$ cat config.mk
export PLATFORM = sky130hd
export DESIGN_NAME = uart_tx_flat
export DESIGN_NICKNAME = d
export VERILOG_FILES = /design/src/rtl/uart_tx_if.sv /design/src/rtl/uart_tx.sv /design/src/flat_wrapper.sv
export SDC_FILE = /design/constraint.sdc
export NUM_CORES = 1
export LEC_CHECK = 0
export ABC_AREA = 1
export ABC_CLOCK_PERIOD_IN_PS = 2300
export CORE_UTILIZATION = 36
export CTS_BUF_LIST = sky130_fd_sc_hd__clkbuf_8 sky130_fd_sc_hd__clkbuf_16
export DETAILED_ROUTE_END_ITERATION = 8
export SKIP_LAST_GASP = 1
export SLEW_MARGIN = 25
export SYNTH_ARGS = -nofsm -noshare
export SYNTH_HDL_FRONTEND = slang
export SYNTH_SLANG_ARGS = --single-unit
export TNS_END_PERCENT = 30
$ cat constraint.sdc
create_clock -name clk -period 2.3 [get_ports clk]
set_clock_uncertainty 0.2 [all_clocks]
set_input_delay 0.46 -clock clk [delete_from_list [all_inputs] [get_ports clk]]
set_output_delay 0.46 -clock clk [all_outputs]
set_load 0.01 [all_outputs]
$ cat src/rtl/uart_tx_if.sv
// Producer-side handshake and line outputs of the UART transmitter.
// The producer drives data_in/valid; the transmitter answers with ready and the line status.
interface uart_tx_if;
  logic [7:0] data_in;
  logic       valid;
  logic       ready;
  logic       tx;
  logic       busy;
  logic       done;

  modport master (
    output data_in,
    output valid,
    input  ready,
    input  tx,
    input  busy,
    input  done
  );

  modport slave (
    input  data_in,
    input  valid,
    output ready,
    output tx,
    output busy,
    output done
  );
endinterface

$ cat src/rtl/uart_tx.sv
// 8N1/8N2 UART transmitter with a one-entry holding register, so frames run back-to-back.
// Every output is a flop; next-state logic computes the following cycle's line level directly.
module uart_tx #(
  parameter int CLKS_PER_BIT = 16,
  parameter int STOP_BITS    = 2
) (
  input  logic     clk,
  input  logic     rst,
  uart_tx_if.slave bus
);

  localparam int                BAUD_W    = (CLKS_PER_BIT > 1) ? $clog2(CLKS_PER_BIT) : 1;
  localparam logic [BAUD_W-1:0] BAUD_LAST = BAUD_W'(CLKS_PER_BIT - 1);
  localparam logic              STOP_LAST = 1'(STOP_BITS - 1);

  typedef enum logic [1:0] {
    IDLE,
    START,
    DATA,
    STOP
  } state_t;

  state_t            state,     state_n;
  logic [BAUD_W-1:0] baud_cnt,  baud_n;
  logic [2:0]        bit_cnt,   bit_n;
  logic              stop_cnt,  stop_n;
  logic [7:0]        shift_reg, shift_n;
  logic [7:0]        hold_data, hold_data_n;
  logic              hold_full, hold_full_n;
  logic              tx_q,      tx_n;
  logic              ready_q,   ready_n;
  logic              busy_q,    busy_n;
  logic              done_q,    done_n;
  logic              accept;
  logic              load;

  always_ff @(posedge clk or posedge rst) begin
    if (rst) begin
      state     <= IDLE;
      baud_cnt  <= '0;
      bit_cnt   <= '0;
      stop_cnt  <= 1'b0;
      shift_reg <= '0;
      hold_data <= '0;
      hold_full <= 1'b0;
      tx_q      <= 1'b1;
      ready_q   <= 1'b1;
      busy_q    <= 1'b0;
      done_q    <= 1'b0;
    end else begin
      state     <= state_n;
      baud_cnt  <= baud_n;
      bit_cnt   <= bit_n;
      stop_cnt  <= stop_n;
      shift_reg <= shift_n;
      hold_data <= hold_data_n;
      hold_full <= hold_full_n;
      tx_q      <= tx_n;
      ready_q   <= ready_n;
      busy_q    <= busy_n;
      done_q    <= done_n;
    end
  end

  // tx_n is the line level for the cycle after this edge, so tx comes straight off a flop.
  always_comb begin
    state_n = state;
    baud_n  = baud_cnt;
    bit_n   = bit_cnt;
    stop_n  = stop_cnt;
    shift_n = shift_reg;
    tx_n    = 1'b1;
    load    = 1'b0;
    accept  = bus.valid && ready_q;

    case (state)
      IDLE: begin
        if (hold_full) begin
          load    = 1'b1;
          shift_n = hold_data;
          state_n = START;
          baud_n  = '0;
          tx_n    = 1'b0;
        end
      end

      START: begin
        if (baud_cnt == BAUD_LAST) begin
          state_n = DATA;
          baud_n  = '0;
          bit_n   = 3'd0;
          tx_n    = shift_reg[0];
        end else begin
          baud_n  = baud_cnt + 1'b1;
          tx_n    = 1'b0;
        end
      end

      DATA: begin
        if (baud_cnt == BAUD_LAST) begin
          baud_n  = '0;
          shift_n = {1'b0, shift_reg[7:1]};
          if (bit_cnt == 3'd7) begin
            state_n = STOP;
            stop_n  = 1'b0;
            tx_n    = 1'b1;
          end else begin
            bit_n   = bit_cnt + 3'd1;
            tx_n    = shift_reg[1];
          end
        end else begin
          baud_n  = baud_cnt + 1'b1;
          tx_n    = shift_reg[0];
        end
      end

      STOP: begin
        tx_n = 1'b1;
        if (baud_cnt == BAUD_LAST) begin
          baud_n = '0;
          if (stop_cnt == STOP_LAST) begin
            stop_n = 1'b0;
            if (hold_full) begin
              load    = 1'b1;
              shift_n = hold_data;
              state_n = START;
              tx_n    = 1'b0;
            end else begin
              state_n = IDLE;
            end
          end else begin
            stop_n = stop_cnt + 1'b1;
          end
        end else begin
          baud_n = baud_cnt + 1'b1;
        end
      end

      default: begin
        state_n = IDLE;
        baud_n  = '0;
        bit_n   = 3'd0;
        stop_n  = 1'b0;
      end
    endcase

    // accept and load are mutually exclusive: accept needs ready, load needs hold_full.
    hold_data_n = accept ? bus.data_in : hold_data;
    if (accept) begin
      hold_full_n = 1'b1;
    end else if (load) begin
      hold_full_n = 1'b0;
    end else begin
      hold_full_n = hold_full;
    end

    ready_n = !hold_full_n;
    busy_n  = (state_n != IDLE);
    done_n  = (state_n == STOP) && (baud_n == BAUD_LAST) && (stop_n == STOP_LAST);
  end

  assign bus.tx    = tx_q;
  assign bus.ready = ready_q;
  assign bus.busy  = busy_q;
  assign bus.done  = done_q;

endmodule
$ cat src/flat_wrapper.sv
// flat-port wrapper written by rule: the top's interface ports become plain ports
module uart_tx_flat 
#(
  parameter int CLKS_PER_BIT = 16,
  parameter int STOP_BITS    = 2
)
  (clk, rst, bus_data_in, bus_valid, bus_ready, bus_tx, bus_busy, bus_done);
  uart_tx_if bus_i ();
  input  logic clk;
  input  logic rst;
  input wire logic [$bits(bus_i.data_in)-1:0] bus_data_in;
  input wire logic [$bits(bus_i.valid)-1:0] bus_valid;
  output wire logic [$bits(bus_i.ready)-1:0] bus_ready;
  output wire logic [$bits(bus_i.tx)-1:0] bus_tx;
  output wire logic [$bits(bus_i.busy)-1:0] bus_busy;
  output wire logic [$bits(bus_i.done)-1:0] bus_done;
  assign bus_i.data_in = bus_data_in;
  assign bus_i.valid = bus_valid;
  assign bus_ready = bus_i.ready;
  assign bus_tx = bus_i.tx;
  assign bus_busy = bus_i.busy;
  assign bus_done = bus_i.done;
  uart_tx #(.CLKS_PER_BIT(CLKS_PER_BIT), .STOP_BITS(STOP_BITS)) u_core (.clk(clk), .rst(rst), .bus(bus_i));
endmodule
==> summary.md <==
| Metric | Value |
|---|---|
| Yosys top cell area share | 44.1% |
| Remaining DRCs | 0 |
| Warnings from Yosys | 0 |
| CP Capture Type | output port |
| Capturing point of the worst reg2reg path | u_core.shift_reg[4] |
| Slowest stage delay, CP | 0.53 ns |
| Crit. path cell count | 1 |
| H-tree Lvls | 2 |
| WL final | 3150 um |
| Post-CTS Resized | 0 |
| Tmin final | 2.00 ns |
| Dpl cells | 273 |
| Starting DRC count in detailed routing | 65 |
| First-pass GRT wire length | 5920 um |
| Largest net degree at the start of global routing | 32 |
| Postcts setup bufs | 0 |
| Critical Path Slowest Stage Cell | dfstp_2 |
| Wire per inst | 11.2 um |
| 1st-pass router iterations | 4 |
| Synth Cell Area | 1640 sq um |
| Layout cells sized above 1 | 9.61% |
| Final worst-path cycle share | 86.8% |
| Synthesized area per cell | 7.98 sq um |
| Count leader, synth | nand2_1 |
| CP required | 1.64 ns |
| Yosys cell types | 26 |
| Max_cap viols | 0 |
| Flops & latches, synth | 31 |
| Hold-fix buffers at CTS | 0 |
| Crit path DAT | 1.34 ns |
| Final GP Congestion | 0.820 |
| Synth-to-layout area growth | 19.3% |
| Power per cell area | 1130 nW/um^2 |
| Ys flop type | dfrtp_1 |
| Crit path capture | bus_ready |
| Top cells by area, synth | dfrtp_1, nand2_1, inv_1 |
| RSZ-0062 raised after global routing | no |
| Clock Latency Late Sink | 0.29 ns |
| Vias in the first global route | 1,323 |
| Max Fclk | 501 MHz |
| Global-route track usage on met2 | 22.1% |
| Post-route insts no fill | 281 |
| Port Buffers | 14 |
| Post-synthesis simple-gate area fraction | 26.3% |
| Worst R2R Setup Slack | 0.35 ns |
| Adder-cell share of the synthesized area | 6.09% |
| Area leader, netlist | dfrtp_1 |
| Die Wd | 69.6 um |
| Total gr overflow | 0 |
| RR Startpoint | u_core.baud_cnt[0] |
| Clk buf depth | 2 |
| Status | finished, final reports clean |
| Die area | 4840 sq um |
| ANT cells | 0 |
| Root Driver | clkbuf_8 |
| Compound-Gate Fraction of Synth Area | 11.9% |
| M3 GR Usage | 4.36% |
| Post-route antenna net violation count | 0 |
| Placement Rows | 24 |
| Launch point of the worst path | u_core.bus.ready |
| Initial Utilization | 37.5% |
| Clock sinks | 31 |
| Clock slew seen by the registers of the worst setup and hold paths | 0.07 ns |
| Post-synth EDFFs | 0 |
| Setup violators final | 0 |
| Crit-path leading delay family | flip-flops |
| Critical path class | reg2out |
| Synth async-reset ratio | 100% |
| Mapped Cells | 206 |
| Ports | 15 |
| TNS Setup | 0 ns |
| Initial antenna violation count | 0 |
| Hold Vio Cnt, Final | 0 |
| Worst-margin pin slew | 0.388 ns |
| Grt peak-use layer | met2 |
| Xor/xnor share of the synthesized area | 0% |
| Number of vias per cell | 4.76 |
| Crit-path cells | clkdlybuf4s50_1 |
| TritonCTS clock tree | done |
| Core box area | 4380 sq um |
| Mux contribution to synthesized area | 0% |
| CP startpoint kind | flop |
| Most frequent cells after synthesis | nand2_1, dfrtp_1, inv_1 |
| Worst reg2reg path depth | 7 |
| Slew margin rel. | 74.2% |
| Vias | 1,337 |
| CTS Buf Count | 5 |
| Largest family of logic cells by synthesized area | simple AND/OR/NAND/NOR gates |
| All-Layer GR Usage | 15.6% |
| Pins over their slew limit | 0 |
| Chip Height | 69.6 um |
| Post-Syn Nets | 225 |
| Global Route met1 Usage | 21.9% |
| Leakage | 0.973 nW |
| Final HPWL DP | 2310 um |
| Hold Path Class | reg2reg |
| VDD IR max | 0.000535 V |
| Worst Path Buf+Inv | 1 |
| Worst Path Max Fanout | 2 |
| Seq/Total Area, Yosys | 47.3% |
| Layout net count | 247 |
-- tightest hold or removal path: cells and delay by family (launching register included) --
family,cells,cell delay [ns]
flops,1,0.35
simple gates,2,0.11
-- layer usage --
layer  part of all wire [%]  up-vias
met5                      0        -
met4                    2.3        0
met3                    2.8        5
met2                     42       23
met1                     53      615
li1                       -      694
-- layout make-up --
cell class	instances	area, sq um
flip-flops and latches	31	778
fillers	458	2420
well taps	52	65.1
inverters	30	113
clock buffers	7	96.3
clock inverters	1	3.75
repair buffers	19	178
multi-input cells	141	728
-- report_power, final --
group          switching [mW]  internal, mW  leakage [nW]  total [mW]
Clock                   0.196         0.268        0.0557       0.464
Sequential              0.159         0.767         0.389       0.926
Combinational           0.488         0.342         0.528       0.830
Total                   0.844          1.38         0.973        2.22
-- worst min path at each step --
| stage | cells after the start | start | end | slack (ns) |
|---|---|---|---|---|
| after floorplan | 2 | u_core.hold_data[1] | u_core.hold_data[1] | 0.25 |
| after global routing | 2 | u_core.hold_data[4] | u_core.hold_data[4] | 0.30 |
| after global placement | 2 | u_core.hold_data[4] | u_core.hold_data[4] | 0.27 |
| final | 2 | u_core.hold_data[4] | u_core.hold_data[4] | 0.29 |
| after CTS | 2 | u_core.hold_data[4] | u_core.hold_data[4] | 0.29 |
| after detailed placement | 2 | u_core.hold_data[4] | u_core.hold_data[4] | 0.27 |
-- placed cells by master (no fill, tap or decap), types with 2 or more instances in the layout --
master | synthesis | final
nand2_1 | 70 | 70
inv_1 | 29 | 30
dfrtp_1 | 29 | 29
o21ai_0 | 19 | 19
clkdlybuf4s50_1 | 0 | 14
nor2_1 | 10 | 10
nand3_1 | 9 | 9
a21oi_1 | 8 | 8
ha_1 | 8 | 8
clkbuf_8 | 0 | 7
buf_4 | 0 | 5
a32o_1 | 2 | 2
nor2_2 | 2 | 2
o21ai_2 | 2 | 2
nand4_1 | 2 | 2
nor3_1 | 2 | 2
dfstp_2 | 2 | 2
-- logic make-up (layout without fill, tap and decap cells) --
family                     count (synthesis)  count (layout)
AOI/OAI and AO/OA                         34              34
adders and majority gates                  8               8
buffers and inverters                     34              57
DFF                                       31              31
and+or+nand+nor                           99              99
-- per-stage QoR --
step	total power [mW]	util (%)	cell area, sq um	setup slack, ns	hold slack (ns)
2_1_floorplan	1.52	-	1640	0.351	0.249
5_1_grt	2.43	44.7	1960	0.145	0.300
6_report	2.22	44.7	1960	0.303	0.288
4_1_cts	2.25	44.7	1960	0.292	0.289
3_5_place_dp	1.77	42.5	1860	0.220	0.271
3_3_place_gp	1.77	42.5	1860	0.251	0.273
(Power assumes the default switching activity.)
